===== src/rtl/pc_sequencer.sv =====
// Registered next-PC engine: sequential, conditional-relative, absolute jump, call/return via a circular return stack.
// Optional macro PC_STACK_GUARD_EN turns stack overflow/underflow into a sticky stack_err fault instead of wrap/ignore.
module pc_sequencer #(
  parameter int ADDR_W      = 8,
  parameter int IMM_W       = 6,
  parameter int STACK_DEPTH = 4,
  parameter int RESET_PC    = 0
) (
  input  logic                               clk,
  input  logic                               rst,
  input  logic                               stall,
  input  logic [2:0]                         bs,
  input  logic                               z,
  input  logic                               n,
  input  logic [IMM_W-1:0]                   imm,
  input  logic [ADDR_W-1:0]                  jump_addr,
  output logic [ADDR_W-1:0]                  pc,
  output logic [ADDR_W-1:0]                  pc_prev,
  output logic                               taken,
  output logic [$clog2(STACK_DEPTH+1)-1:0]   sp_count,
  output logic                               stack_err
);

  localparam int PTR_W = $clog2(STACK_DEPTH);
  localparam int CNT_W = $clog2(STACK_DEPTH+1);

  localparam logic [2:0] BS_INC  = 3'b000;
  localparam logic [2:0] BS_BZ   = 3'b001;
  localparam logic [2:0] BS_BNZ  = 3'b010;
  localparam logic [2:0] BS_BN   = 3'b011;
  localparam logic [2:0] BS_JMP  = 3'b100;
  localparam logic [2:0] BS_CALL = 3'b101;
  localparam logic [2:0] BS_RET  = 3'b110;

  logic [ADDR_W-1:0] r_pc;
  logic [ADDR_W-1:0] r_pc_prev;
  logic              r_taken;
  logic [CNT_W-1:0]  r_count;
  logic [PTR_W-1:0]  r_top;     // slot the next push writes; wraps so a full push overwrites the oldest
  logic [ADDR_W-1:0] r_stack [STACK_DEPTH];

  logic [ADDR_W-1:0] w_imm_ext;
  logic [ADDR_W-1:0] w_seq;
  logic [ADDR_W-1:0] w_rel;
  logic [ADDR_W-1:0] w_next;
  logic              w_taken;
  logic              w_push;
  logic              w_pop;
  logic              w_full;
  logic              w_empty;
  logic [PTR_W-1:0]  w_top_m1;
  logic [PTR_W-1:0]  w_top_p1;
  logic              w_update;

  assign w_update = !rst && !stall;
  assign w_full   = (r_count == CNT_W'(STACK_DEPTH));
  assign w_empty  = (r_count == '0);
  assign w_top_m1 = (r_top == '0) ? PTR_W'(STACK_DEPTH-1) : r_top - 1'b1;
  assign w_top_p1 = (r_top == PTR_W'(STACK_DEPTH-1)) ? '0 : r_top + 1'b1;
  assign w_seq    = r_pc + 1'b1;
  assign w_rel    = r_pc + w_imm_ext;

  always_comb begin
    w_imm_ext = {ADDR_W{imm[IMM_W-1]}};
    w_imm_ext[IMM_W-1:0] = imm;
  end

`ifdef PC_STACK_GUARD_EN
  logic w_err;
  logic r_err;
`endif

  always_comb begin
    w_next  = w_seq;
    w_taken = 1'b0;
    w_push  = 1'b0;
    w_pop   = 1'b0;
`ifdef PC_STACK_GUARD_EN
    w_err   = 1'b0;
`endif
    case (bs)
      BS_BZ:  if (z)  begin w_next = w_rel; w_taken = 1'b1; end
      BS_BNZ: if (!z) begin w_next = w_rel; w_taken = 1'b1; end
      BS_BN:  if (n)  begin w_next = w_rel; w_taken = 1'b1; end
      BS_JMP: begin w_next = jump_addr; w_taken = 1'b1; end
      BS_CALL: begin
`ifdef PC_STACK_GUARD_EN
        if (w_full) begin
          w_err = 1'b1;
        end else begin
          w_push  = 1'b1;
          w_next  = jump_addr;
          w_taken = 1'b1;
        end
`else
        w_push  = 1'b1;
        w_next  = jump_addr;
        w_taken = 1'b1;
`endif
      end
      BS_RET: begin
        if (!w_empty) begin
          w_pop   = 1'b1;
          w_next  = r_stack[w_top_m1];
          w_taken = 1'b1;
        end
`ifdef PC_STACK_GUARD_EN
        else begin
          w_err = 1'b1;
        end
`endif
      end
      default: ;
    endcase
  end

  always_ff @(posedge clk) begin
    if (rst) begin
      r_pc      <= ADDR_W'(RESET_PC);
      r_pc_prev <= ADDR_W'(RESET_PC);
      r_taken   <= 1'b0;
      r_count   <= '0;
      r_top     <= '0;
    end else if (!stall) begin
      r_pc      <= w_next;
      r_pc_prev <= r_pc;
      r_taken   <= w_taken;
      if (w_push) begin
        r_top <= w_top_p1;
        if (!w_full) r_count <= r_count + 1'b1;
      end else if (w_pop) begin
        r_top   <= w_top_m1;
        r_count <= r_count - 1'b1;
      end
    end
  end

  // Stack contents need no reset; only the pointer and occupancy define validity.
  always_ff @(posedge clk) begin
    if (w_update && w_push) r_stack[r_top] <= w_seq;
  end

`ifdef PC_STACK_GUARD_EN
  always_ff @(posedge clk) begin
    if (rst)                   r_err <= 1'b0;
    else if (!stall && w_err)  r_err <= 1'b1;
  end
  assign stack_err = r_err;
`else
  assign stack_err = 1'b0;
`endif

  assign pc       = r_pc;
  assign pc_prev  = r_pc_prev;
  assign taken    = r_taken;
  assign sp_count = r_count;

endmodule

===== config.mk =====
export PLATFORM = sky130hd
export DESIGN_NAME = pc_sequencer
export DESIGN_NICKNAME = d
export VERILOG_FILES = /design/src/rtl/pc_sequencer.sv
export SDC_FILE = /design/constraint.sdc
export NUM_CORES = 1
export LEC_CHECK = 0
export CORE_UTILIZATION = 54
export DETAILED_ROUTE_END_ITERATION = 16
export HOLD_SLACK_MARGIN = 0.15
export PLACE_DENSITY = 0.84
export SLEW_MARGIN = 20
export SYNTH_ARGS = -nofsm -noshare
export SYNTH_HDL_FRONTEND = slang
export SYNTH_SLANG_ARGS = --single-unit

===== constraint.sdc =====
create_clock -name clk -period 2.7 [get_ports clk]
set_clock_uncertainty 0.05 [all_clocks]
set_input_delay 0.405 -clock clk [delete_from_list [all_inputs] [get_ports clk]]
set_output_delay 0.405 -clock clk [all_outputs]
set_load 0.02 [all_outputs]

==> impl_metrics.ini <==
[setup_path]
cp_slowest_cell = mux4_2
worstSetupPathType = reg -> reg
start_kind = flip-flop
cp_data_arrival_time_ps = 2510
r2r-start = r_top[0]
rr_worst_depth = 6
r2r-end = pc[5]
crit_required_ps = 2850
crit_family = compound AO/OA/AOI/OAI gates
crit_cells = 6
r2r_slack_ps = 340
cp-end-kind = flip-flop
crit_fanout = 10
path_cells = inv_1 -> ha_1 -> buf_4 -> mux4_2 -> a221o_1 -> o31a_1
path_buf_inv = 2
max_stage_delay_ps = 540

[placed_design]
portBuffers = 41
dp_hpwl_um = 4380
gp_congestion = 0.855
place_area_um2 = 3320

[clock_tree]
htreeDepth = 2
clk_pin_slew_ps = 100
cts_resized = 0
cts_sinks = 54
clk_path_buf_depth = 2
root_buffer = clkbuf_8
postCtsSetupRepairBufs = 0
cts_tree = yes
cts_made_buffers = 5
clock_latency_ps = 310
ctsHoldBuffers = 0

[yosys]
syn_avg_cell_area_um2 = 12.5
ys_warn_count = 0
yosysSeqAreaShare_pct = 50.4
synth_edf_count = 32
netlist_instances = 223
syn-num-nets = 259
ys.flop_type = edfxtp_1
synth_cell_types = 49
synthArstFlopShare_pct = 0
yosysTopAreaCell = edfxtp_1
synth.area.top_cells = edfxtp_1 35%, dfxtp_1 16%, mux4_2 6.5%
synth_seq_cells = 54
synth_top_area_share_pct = 34.5
netlist_area_um2 = 2780

[layout]
n_antenna_cell = 0
drive_gt1_share_pct = 15.0
areaGrowthSynthToFinish_pct = 22.4
final_cell_mix = 41 x clkdlybuf4s50_1, 32 x edfxtp_1, 22 x dfxtp_1, 17 x nor2_1, 13 x buf_4
nets = 308
finalInstanceArea_um2 = 3410
final_common_cell = clkdlybuf4s50_1

[route]
drt-total-wl_um = 6130
ant_nets = 0
wl_per_cell_um = 18.0
drtPass1Iterations = 4
vias = 1997
viasPerCell = 5.87
drtIter0Drc = 211
drc = 0

[global_routing]
track_usage_pct = 23.1
antenna_found_initial = 0
overflow = 0
grt_max_degree = 34
grt_pass1_wl_um = 9170
grt_pass1_vias = 1795

[sta]
fin_crit_ps = 2360
finalHoldViolCount = 0
tns_ps = 0
post-route-period-util_pct = 87.5
max_slew.worst_pin.slew_ps = 564
clock.fmax_mhz = 423
rsz0062_at_grt = no
report.final.slew_viol_count = 0
setup_viol = 0
max_slew_margin_pct = 62.2

[pwr]
ir_drop_uv = 323
p_leak_nw = 1.25
p_per_area_nw_per_um2 = 508

[floorplanning]
die_y_um = 73.8
die_w_um = 73.8
rows = 25
start_util_pct = 57.4
pin_count = 43
core_area_um2 = 4850
die-area_um2 = 5440

[worst_hold_path]
whs_path_depth = 2
holdPathEnd = pc_prev[7]
hold_path.class = reg -> reg
worstHoldStart = pc_prev[7]

[job]
drv_cap = 0

[status]
status = completed
[sequential cells by signal, indices dropped and copies added, names as in the netlist]
name / flops
pc_prev: 8
r_stack: 32
sp_count: 3
r_top: 2
pc: 8
taken: 1
[cells in the mapped netlist (all sizes together), types with 2 or more instances]
library cell	count
buf	8
edfxtp	32
o21ai	3
nor3b	2
ha	12
and2	4
a21o	4
a211oi	4
xnor2	9
mux2	2
fa	2
nand3	7
clkbuf	4
mux2i	9
a221oi	8
nand3b	3
nor2	17
mux4	8
and3	3
nand2	4
o21a	2
inv	6
xor2	4
a221o	8
a21oi	6
a31oi	2
nor3	9
dfxtp	22
nor2b	7
[logic make-up (layout without fill, tap and decap cells)]
family                     count (synthesis)  in the layout  share of synthesized area, %
DFF                                       54             54                          50.4
other                                      1              1                         0.135
adders and majority gates                 14             14                          6.83
xor gates and xnor gates                  13             13                          4.09
buffers and inverters                     18             68                          2.88
AOI/OAI and AO/OA                         43             43                          13.2
and+or+nand+nor                           61             61                          12.0
muxes                                     19             19                          10.5
[metal layers]
metal / track usage, % / routed length, um
met1: 33.3 / 2690
met2: 36.9 / 2990
met3: 3.29 / 375
met4: 5.98 / 75
met5: 0 / 0
[worst max-delay path by stage]
stage             start  endpoint
2_1_floorplan  r_top[0]     pc[5]
3_3_place_gp     imm[0]     pc[6]
3_5_place_dp     imm[0]     pc[6]
4_1_cts        r_top[0]     pc[5]
5_1_grt        r_top[0]     pc[3]
6_report       r_top[0]     pc[5]
[worst reg2reg max path: stages (launching register included)]
cell and delay, ps:
dfxtp_1 430, inv_1 90, ha_1 290, buf_4 210, mux4_2 540, a221o_1 360, o31a_1 290
[area by class of cell]
cell class                 instances  area, um^2
clock buffer                       5        68.8
clock inverter                     3        21.3
fill                             346        1440
inverter                           6        22.5
multi-input combinational        151        1300
sequential                        54        1400
tap                               67        83.8
timing repair buffer              54         508
[power by group]
group          switching, mW  total [mW]  internal [mW]  leakage [nW]
combinational          0.180       0.348          0.168         0.732
sequential            0.0256       0.926          0.901         0.469
clock                  0.273       0.456          0.183        0.0441
[through the flow]
stage | total power [mW] | std cells | util (%) | hold slack (ps) | worst slack [ps]
after global placement | 1.28 | 332 | 68.4 | 425 | 134
after detailed placement | 1.29 | 332 | 68.4 | 438 | 110
after CTS | 1.73 | 340 | 70.3 | 463 | 326
after global routing | 1.79 | 340 | 70.3 | 480 | 225
final | 1.73 | 340 | 70.3 | 455 | 336
after floorplan | 1.15 | 223 | - | 452 | 529
(Power assumes the default switching activity.)
